### src/rtl/return_addr_stack_if.sv
// Bundle between the control unit and the return-address stack.
// The control unit drives the master side; the stack is the slave.
interface return_addr_stack_if #(
    parameter int unsigned AW    = 8,
    parameter int unsigned DEPTH = 8,
    parameter int unsigned PTR_W = 3
);
    logic             push_en;
    logic [AW-1:0]    push_addr;
    logic             pop_en;
    logic             clr_err;
    logic [AW-1:0]    ret_addr;
    logic             ret_valid;
    logic [AW-1:0]    top_addr;
    logic [PTR_W:0]   count;
    logic             empty;
    logic             full;
    logic             overflow;
    logic             underflow;

    modport master (
        output push_en, push_addr, pop_en, clr_err,
        input  ret_addr, ret_valid, top_addr, count, empty, full, overflow, underflow
    );

    modport slave (
        input  push_en, push_addr, pop_en, clr_err,
        output ret_addr, ret_valid, top_addr, count, empty, full, overflow, underflow
    );
endinterface

### src/rtl/return_addr_stack.sv
// Return-address stack: CALL pushes a PC, RET pops it with one cycle of latency.
// Define RAS_WRAP_EN to make a push while full overwrite the oldest entry.
module return_addr_stack #(
    parameter int unsigned AW    = 8,
    parameter int unsigned DEPTH = 8,
    parameter int unsigned PTR_W = 3
) (
    input  logic                 i_clk,
    input  logic                 i_rst,
    return_addr_stack_if.slave   bus
);
    localparam logic [PTR_W:0]   CNT_FULL = (PTR_W + 1)'(DEPTH);
    localparam logic [PTR_W:0]   CNT_ONE  = (PTR_W + 1)'(1);
    localparam logic [PTR_W-1:0] PTR_ONE  = PTR_W'(1);

    logic [AW-1:0]    r_mem [DEPTH];
    logic [PTR_W-1:0] r_ptr;
    logic [PTR_W:0]   r_count;
    logic [AW-1:0]    r_ret_addr;
    logic             r_ret_valid;
    logic             r_ovf;
    logic             r_udf;

    logic [PTR_W-1:0] w_ptr_nxt;
    logic [PTR_W:0]   w_count_nxt;
    logic [AW-1:0]    w_ret_addr_nxt;
    logic             w_ret_valid_nxt;
    logic             w_ovf_set;
    logic             w_udf_set;
    logic             w_wr_en;
    logic [PTR_W-1:0] w_wr_idx;
    logic [PTR_W-1:0] w_top_idx;
    logic             w_empty;
    logic             w_full;

    assign w_empty   = (r_count == '0);
    assign w_full    = (r_count == CNT_FULL);
    assign w_top_idx = r_ptr - PTR_ONE;

    always_comb begin
        w_ptr_nxt       = r_ptr;
        w_count_nxt     = r_count;
        w_ret_addr_nxt  = r_ret_addr;
        w_ret_valid_nxt = 1'b0;
        w_ovf_set       = 1'b0;
        w_udf_set       = 1'b0;
        w_wr_en         = 1'b0;
        w_wr_idx        = r_ptr;
        case ({bus.push_en, bus.pop_en})
            2'b10: begin
                if (!w_full) begin
                    w_wr_en     = 1'b1;
                    w_ptr_nxt   = r_ptr + PTR_ONE;
                    w_count_nxt = r_count + CNT_ONE;
                end else begin
                    w_ovf_set = 1'b1;
`ifdef RAS_WRAP_EN
                    // When full, ptr already points at the oldest slot.
                    w_wr_en   = 1'b1;
                    w_ptr_nxt = r_ptr + PTR_ONE;
`endif
                end
            end
            2'b01: begin
                if (!w_empty) begin
                    w_ret_addr_nxt  = r_mem[w_top_idx];
                    w_ret_valid_nxt = 1'b1;
                    w_ptr_nxt       = w_top_idx;
                    w_count_nxt     = r_count - CNT_ONE;
                end else begin
                    w_udf_set = 1'b1;
                end
            end
            2'b11: begin
                w_ret_valid_nxt = 1'b1;
                if (!w_empty) begin
                    // RET followed by CALL: replace the top in place.
                    w_ret_addr_nxt = r_mem[w_top_idx];
                    w_wr_en        = 1'b1;
                    w_wr_idx       = w_top_idx;
                end else begin
                    w_ret_addr_nxt = bus.push_addr;
                end
            end
            default: ;
        endcase
    end

    always_ff @(posedge i_clk or posedge i_rst) begin
        if (i_rst) begin
            r_ptr       <= '0;
            r_count     <= '0;
            r_ret_addr  <= '0;
            r_ret_valid <= 1'b0;
            r_ovf       <= 1'b0;
            r_udf       <= 1'b0;
        end else begin
            r_ptr       <= w_ptr_nxt;
            r_count     <= w_count_nxt;
            r_ret_addr  <= w_ret_addr_nxt;
            r_ret_valid <= w_ret_valid_nxt;
            r_ovf       <= w_ovf_set | (r_ovf & ~bus.clr_err);
            r_udf       <= w_udf_set | (r_udf & ~bus.clr_err);
        end
    end

    always_ff @(posedge i_clk) begin
        if (w_wr_en) begin
            r_mem[w_wr_idx] <= bus.push_addr;
        end
    end

    assign bus.ret_addr  = r_ret_addr;
    assign bus.ret_valid = r_ret_valid;
    assign bus.top_addr  = w_empty ? '0 : r_mem[w_top_idx];
    assign bus.count     = r_count;
    assign bus.empty     = w_empty;
    assign bus.full      = w_full;
    assign bus.overflow  = r_ovf;
    assign bus.underflow = r_udf;
endmodule

### src/flat_wrapper.sv
// flat-port wrapper written by rule: the top's interface ports become plain ports
module return_addr_stack_flat 
#(
    parameter int unsigned AW    = 8,
    parameter int unsigned DEPTH = 8,
    parameter int unsigned PTR_W = 3
)
  (i_clk, i_rst, bus_push_en, bus_push_addr, bus_pop_en, bus_clr_err, bus_ret_addr, bus_ret_valid, bus_top_addr, bus_count, bus_empty, bus_full, bus_overflow, bus_underflow);
  return_addr_stack_if #(.AW(AW), .DEPTH(DEPTH), .PTR_W(PTR_W)) bus_i ();
  input  logic i_clk;
  input  logic i_rst;
  input wire logic [$bits(bus_i.push_en)-1:0] bus_push_en;
  input wire logic [$bits(bus_i.push_addr)-1:0] bus_push_addr;
  input wire logic [$bits(bus_i.pop_en)-1:0] bus_pop_en;
  input wire logic [$bits(bus_i.clr_err)-1:0] bus_clr_err;
  output wire logic [$bits(bus_i.ret_addr)-1:0] bus_ret_addr;
  output wire logic [$bits(bus_i.ret_valid)-1:0] bus_ret_valid;
  output wire logic [$bits(bus_i.top_addr)-1:0] bus_top_addr;
  output wire logic [$bits(bus_i.count)-1:0] bus_count;
  output wire logic [$bits(bus_i.empty)-1:0] bus_empty;
  output wire logic [$bits(bus_i.full)-1:0] bus_full;
  output wire logic [$bits(bus_i.overflow)-1:0] bus_overflow;
  output wire logic [$bits(bus_i.underflow)-1:0] bus_underflow;
  assign bus_i.push_en = bus_push_en;
  assign bus_i.push_addr = bus_push_addr;
  assign bus_i.pop_en = bus_pop_en;
  assign bus_i.clr_err = bus_clr_err;
  assign bus_ret_addr = bus_i.ret_addr;
  assign bus_ret_valid = bus_i.ret_valid;
  assign bus_top_addr = bus_i.top_addr;
  assign bus_count = bus_i.count;
  assign bus_empty = bus_i.empty;
  assign bus_full = bus_i.full;
  assign bus_overflow = bus_i.overflow;
  assign bus_underflow = bus_i.underflow;
  return_addr_stack #(.AW(AW), .DEPTH(DEPTH), .PTR_W(PTR_W)) u_core (.i_clk(i_clk), .i_rst(i_rst), .bus(bus_i));
endmodule
### config.mk
export PLATFORM = sky130hd
export DESIGN_NAME = return_addr_stack_flat
export DESIGN_NICKNAME = d
export VERILOG_FILES = /design/src/rtl/return_addr_stack_if.sv /design/src/rtl/return_addr_stack.sv /design/src/flat_wrapper.sv
export SDC_FILE = /design/constraint.sdc
export NUM_CORES = 1
export LEC_CHECK = 0
export CORE_MARGIN = 2
export CORE_UTILIZATION = 50
export DETAILED_ROUTE_END_ITERATION = 12
export PLACE_DENSITY = 0.81
export SLEW_MARGIN = 10
export SYNTH_ARGS = -nofsm -noshare
export SYNTH_HDL_FRONTEND = slang
export SYNTH_SLANG_ARGS = --single-unit
### constraint.sdc
create_clock -name i_clk -period 2.97 [get_ports i_clk]
set_input_delay 0.7425 -clock i_clk [delete_from_list [all_inputs] [get_ports i_clk]]
set_output_delay 0.7425 -clock i_clk [all_outputs]
set_load 0.02 [all_outputs]
==> reports/results.md <==
## Outcome
- **result of the run** finished, violations left
- **failing checks** negative setup slack

## STA
- **Max-Slew Margin vs Limit** 41.7%
- **part of the cycle the worst path needs** 110%
- **worst-case setup margin in the final layout** -0.292 ns
- **Worst Skew** 0.00745 ns
- **count of endpoints failing hold in the final timing report** 0
- **maximum frequency from static timing analysis** 307 MHz
- **RSZ-0062 raised after global routing** true
- **Final Max Tran Viols** 0
- **setup-violating endpoint count in the final report** 9
- **Period minus WS final** 3.26 ns
- **hold slack final** 0.532 ns
- **transition time at the pin with the least slew margin** 0.871 ns

## Synthesis
- **post-synthesis area per instance** 16.0 um^2
- **synth unique cells** 40
- **warning count from the yosys run** 0
- **portion of the post-synthesis area used by sequential elements** 67.9%
- **Post-Synthesis Cells** 218
- **EDFF count, synth** 64
- **summed instance area of the synthesized netlist** 0.00350 mm^2
- **number of nets in the synthesized netlist** 234
- **Top FF cell, synth** sky130_fd_sc_hd__edfxtp_1
- **fraction of registers with async set or reset after synthesis** 22.0%
- **post-synthesis sequential element count** 82

## Clocking
- **cts bufs inserted** 9
- **TritonCTS clock tree** yes
- **cell at the root of the clock tree** sky130_fd_sc_hd__clkbuf_8
- **clock slew seen by the registers of the worst setup and hold paths** 0.08 ns
- **worst-skew pair later-pin latency** 0.36 ns
- **TritonCTS sink count** 82
- **buffer depth of the longest clock path** 2
- **hold buffers post-CTS** 0
- **number of H-tree branching levels** 3

## Global routing
- **antenna violations before repair** 0
- **vias in the first global route** 2502
- **global-route wire length before repair** 13500 um
- **pin count of the biggest net entering global routing** 19
- **gr usage total** 25.2%
- **total grt overflow** 0

## Drt
- **final routed DRC violation total** 0
- **total number of vias** 2391
- **Final ANT Viol Nets** 0
- **DR WL/cell** 21.0 um
- **DRC marker count from the first detailed-route iteration** 293
- **router iterations before antenna repair** 4
- **ratio of routed vias to standard cells** 5.61
- **Final Routed Wirelength** 8940 um

## Worst hold path
- **Hold Crit Endpoint** u_core.bus.underflow$_DFF_PP0_
- **depth of the worst hold-timing path** 2
- **HP Start** u_core.bus.underflow$_DFF_PP0_
- **Hold WC Path Type** reg2reg

## Placement
- **Routability Congestion** 0.788
- **area after detailed placement** 0.00418 mm^2
- **dpl hpwl** 5000 um
- **buffers added on ports** 37

## Setup path
- **startpoint of the lowest-slack register-to-register path** u_core.r_ptr[1]$_DFFE_PP0P_
- **arrival time worst endpoint** 2.52 ns
- **CP startpoint kind** register
- **critical setup path kind** reg2out
- **capturing point of the worst reg2reg path** u_core.bus.ret_addr[0]$_DFFE_PP0P_
- **worst path required time** 2.23 ns
- **Reg2Reg Depth** 17
- **reg-to-reg slack, setup** -0.06 ns
- **endpoint kind of the worst setup timing path** output pin
- **critical-path maximum fanout** 4

## Floorplanning
- **core area** 0.00679 mm^2
- **number of cell rows** 30
- **count of boundary I/O pins** 38
- **starting utilization of the core area** 51.5%
- **Chip Width** 87.6 um
- **die area** 0.00768 mm^2
- **die span in y** 87.6 um

## Cells and area
- **area growth from synthesis to layout** 34.7%
- **Final Util** 69.3%
- **final design instance area without fill** 0.00471 mm^2
- **Diodes inserted** 0
- **fillers** 472
- **fraction of layout instances using a drive strength above 1** 37.9%
- **fin nets** 342

## Pwr
- **PwrDens** 1360 mW/mm^2
- **Leakage** 1.78 nW
- **maximum vdd drop** 608 uV
- **total power consumption of the routed design** 6.41 mW

## Job
- **max-capacitance violation count** 0

## critical path, cell delays in order (launching register included)
cell,delay (ns)
sky130_fd_sc_hd__dfrtp_1,0.41
sky130_fd_sc_hd__inv_2,0.11
sky130_fd_sc_hd__ha_4,0.18
sky130_fd_sc_hd__xor2_4,0.23
sky130_fd_sc_hd__buf_12,0.16
sky130_fd_sc_hd__buf_12,0.10
sky130_fd_sc_hd__mux4_2,0.51
sky130_fd_sc_hd__mux2i_2,0.21
sky130_fd_sc_hd__nor2_1,0.09
sky130_fd_sc_hd__buf_4,0.16
## registers in the layout (all words and copies together), names as in the netlist
| name | cells |
|---|---|
| u_core.bus.ret_valid | 1 |
| u_core.bus.ret_addr | 8 |
| u_core.r_mem | 64 |
| u_core.bus.overflow | 1 |
| u_core.bus.underflow | 1 |
| u_core.r_ptr | 3 |
| u_core.bus.count | 4 |
## layout make-up
type / instances / area, um^2 / share of cell area [%]
Clock inverter: 2 / 38.8 / 0.824
Inverter: 8 / 42.5 / 0.904
Sequential cell: 82 / 2370 / 50.4
Timing Repair Buffer: 108 / 906 / 19.2
Clock buffer: 13 / 139 / 2.95
Multi-Input combinational cell: 117 / 1090 / 23.1
Tap cell: 96 / 120 / 2.55
## metrics by stage
stage	setup WS [ns]	setup TNS (ns)	cells
global route	-0.366	-2.50	426
CTS	-0.198	-1.38	420
finish	-0.292	-1.77	426
floorplan	0.0391	0	218
global placement	-0.117	-0.854	372
detailed placement	-0.200	-1.40	372
## worst max path at each step
stage / endpoint / cells after the start / from
4_1_cts: bus_top_addr[4] / 9 / u_core.r_ptr[1]$_DFFE_PP0P_
5_1_grt: bus_top_addr[3] / 9 / u_core.r_ptr[1]$_DFFE_PP0P_
3_3_place_gp: bus_top_addr[6] / 8 / u_core.r_ptr[0]$_DFFE_PP0P_
2_1_floorplan: bus_top_addr[0] / 8 / u_core.r_ptr[0]$_DFFE_PP0P_
6_report: bus_top_addr[3] / 9 / u_core.r_ptr[1]$_DFFE_PP0P_
3_5_place_dp: bus_top_addr[4] / 8 / u_core.r_ptr[1]$_DFFE_PP0P_
## synth_stat cells, types with 5 or more instances
cell | instances | area (um^2)
sky130_fd_sc_hd__dfrtp_1 | 18 | 450
sky130_fd_sc_hd__nor3_1 | 6 | 30.0
sky130_fd_sc_hd__a21oi_1 | 6 | 30.0
sky130_fd_sc_hd__inv_1 | 7 | 26.3
sky130_fd_sc_hd__mux2i_1 | 8 | 80.1
sky130_fd_sc_hd__a221oi_1 | 8 | 70.1
sky130_fd_sc_hd__mux4_2 | 16 | 360
sky130_fd_sc_hd__edfxtp_1 | 64 | 1920
sky130_fd_sc_hd__nor2_1 | 32 | 120
sky130_fd_sc_hd__clkbuf_1 | 5 | 18.8
## cells in the final DEF, fill, tap and decap left out, types with 4 or more instances in the layout
master / n
sky130_fd_sc_hd__a21oi_1: 6
sky130_fd_sc_hd__a221oi_1: 7
sky130_fd_sc_hd__buf_2: 5
sky130_fd_sc_hd__buf_4: 70
sky130_fd_sc_hd__clkbuf_1: 4
sky130_fd_sc_hd__clkbuf_8: 9
sky130_fd_sc_hd__clkdlybuf4s50_1: 28
sky130_fd_sc_hd__dfrtp_1: 18
sky130_fd_sc_hd__edfxtp_1: 64
sky130_fd_sc_hd__inv_1: 5
sky130_fd_sc_hd__mux2i_2: 6
sky130_fd_sc_hd__mux4_2: 16
sky130_fd_sc_hd__nor2_1: 32
sky130_fd_sc_hd__nor3_1: 6
## report_power, final
group	leakage, nW	switching [mW]	internal (mW)	total, mW
clock network	0.0877	0.395	0.388	0.783
logic	0.904	1.78	2.25	4.03
registers	0.793	0.112	1.49	1.60
## kinds of logic after synthesis
kind of cell | after synthesis | share of synthesized area (%)
buffers and inverters | 19 | 3.04
XOR/XNOR | 5 | 1.25
multiplexers | 25 | 13.0
flip-flops | 82 | 67.9
adder cells (fa/ha/maj) | 3 | 1.07
AND/OR/NAND/NOR | 55 | 7.59
AO/OA/AOI/OAI | 29 | 6.16
## timing repair
| item | in CTS | in global routing |
|---|---|---|
| pin swaps | 2 | 3 |
| setup buffers | 31 | 8 |
| gates resized for setup | 44 | 10 |
| endpoints found under the setup margin | 8 | 11 |
| cloned | 2 | 0 |
## per-layer routing
layer / track usage (%) / vias to the layer above / wire length, um
li1: - / 1056 / -
met1: 30.2 / 1212 / 3380
met2: 43.9 / 103 / 4730
met3: 6.41 / 20 / 602
met4: 9.65 / 0 / 231
met5: 0 / - / 0
(Power assumes the default switching activity.)
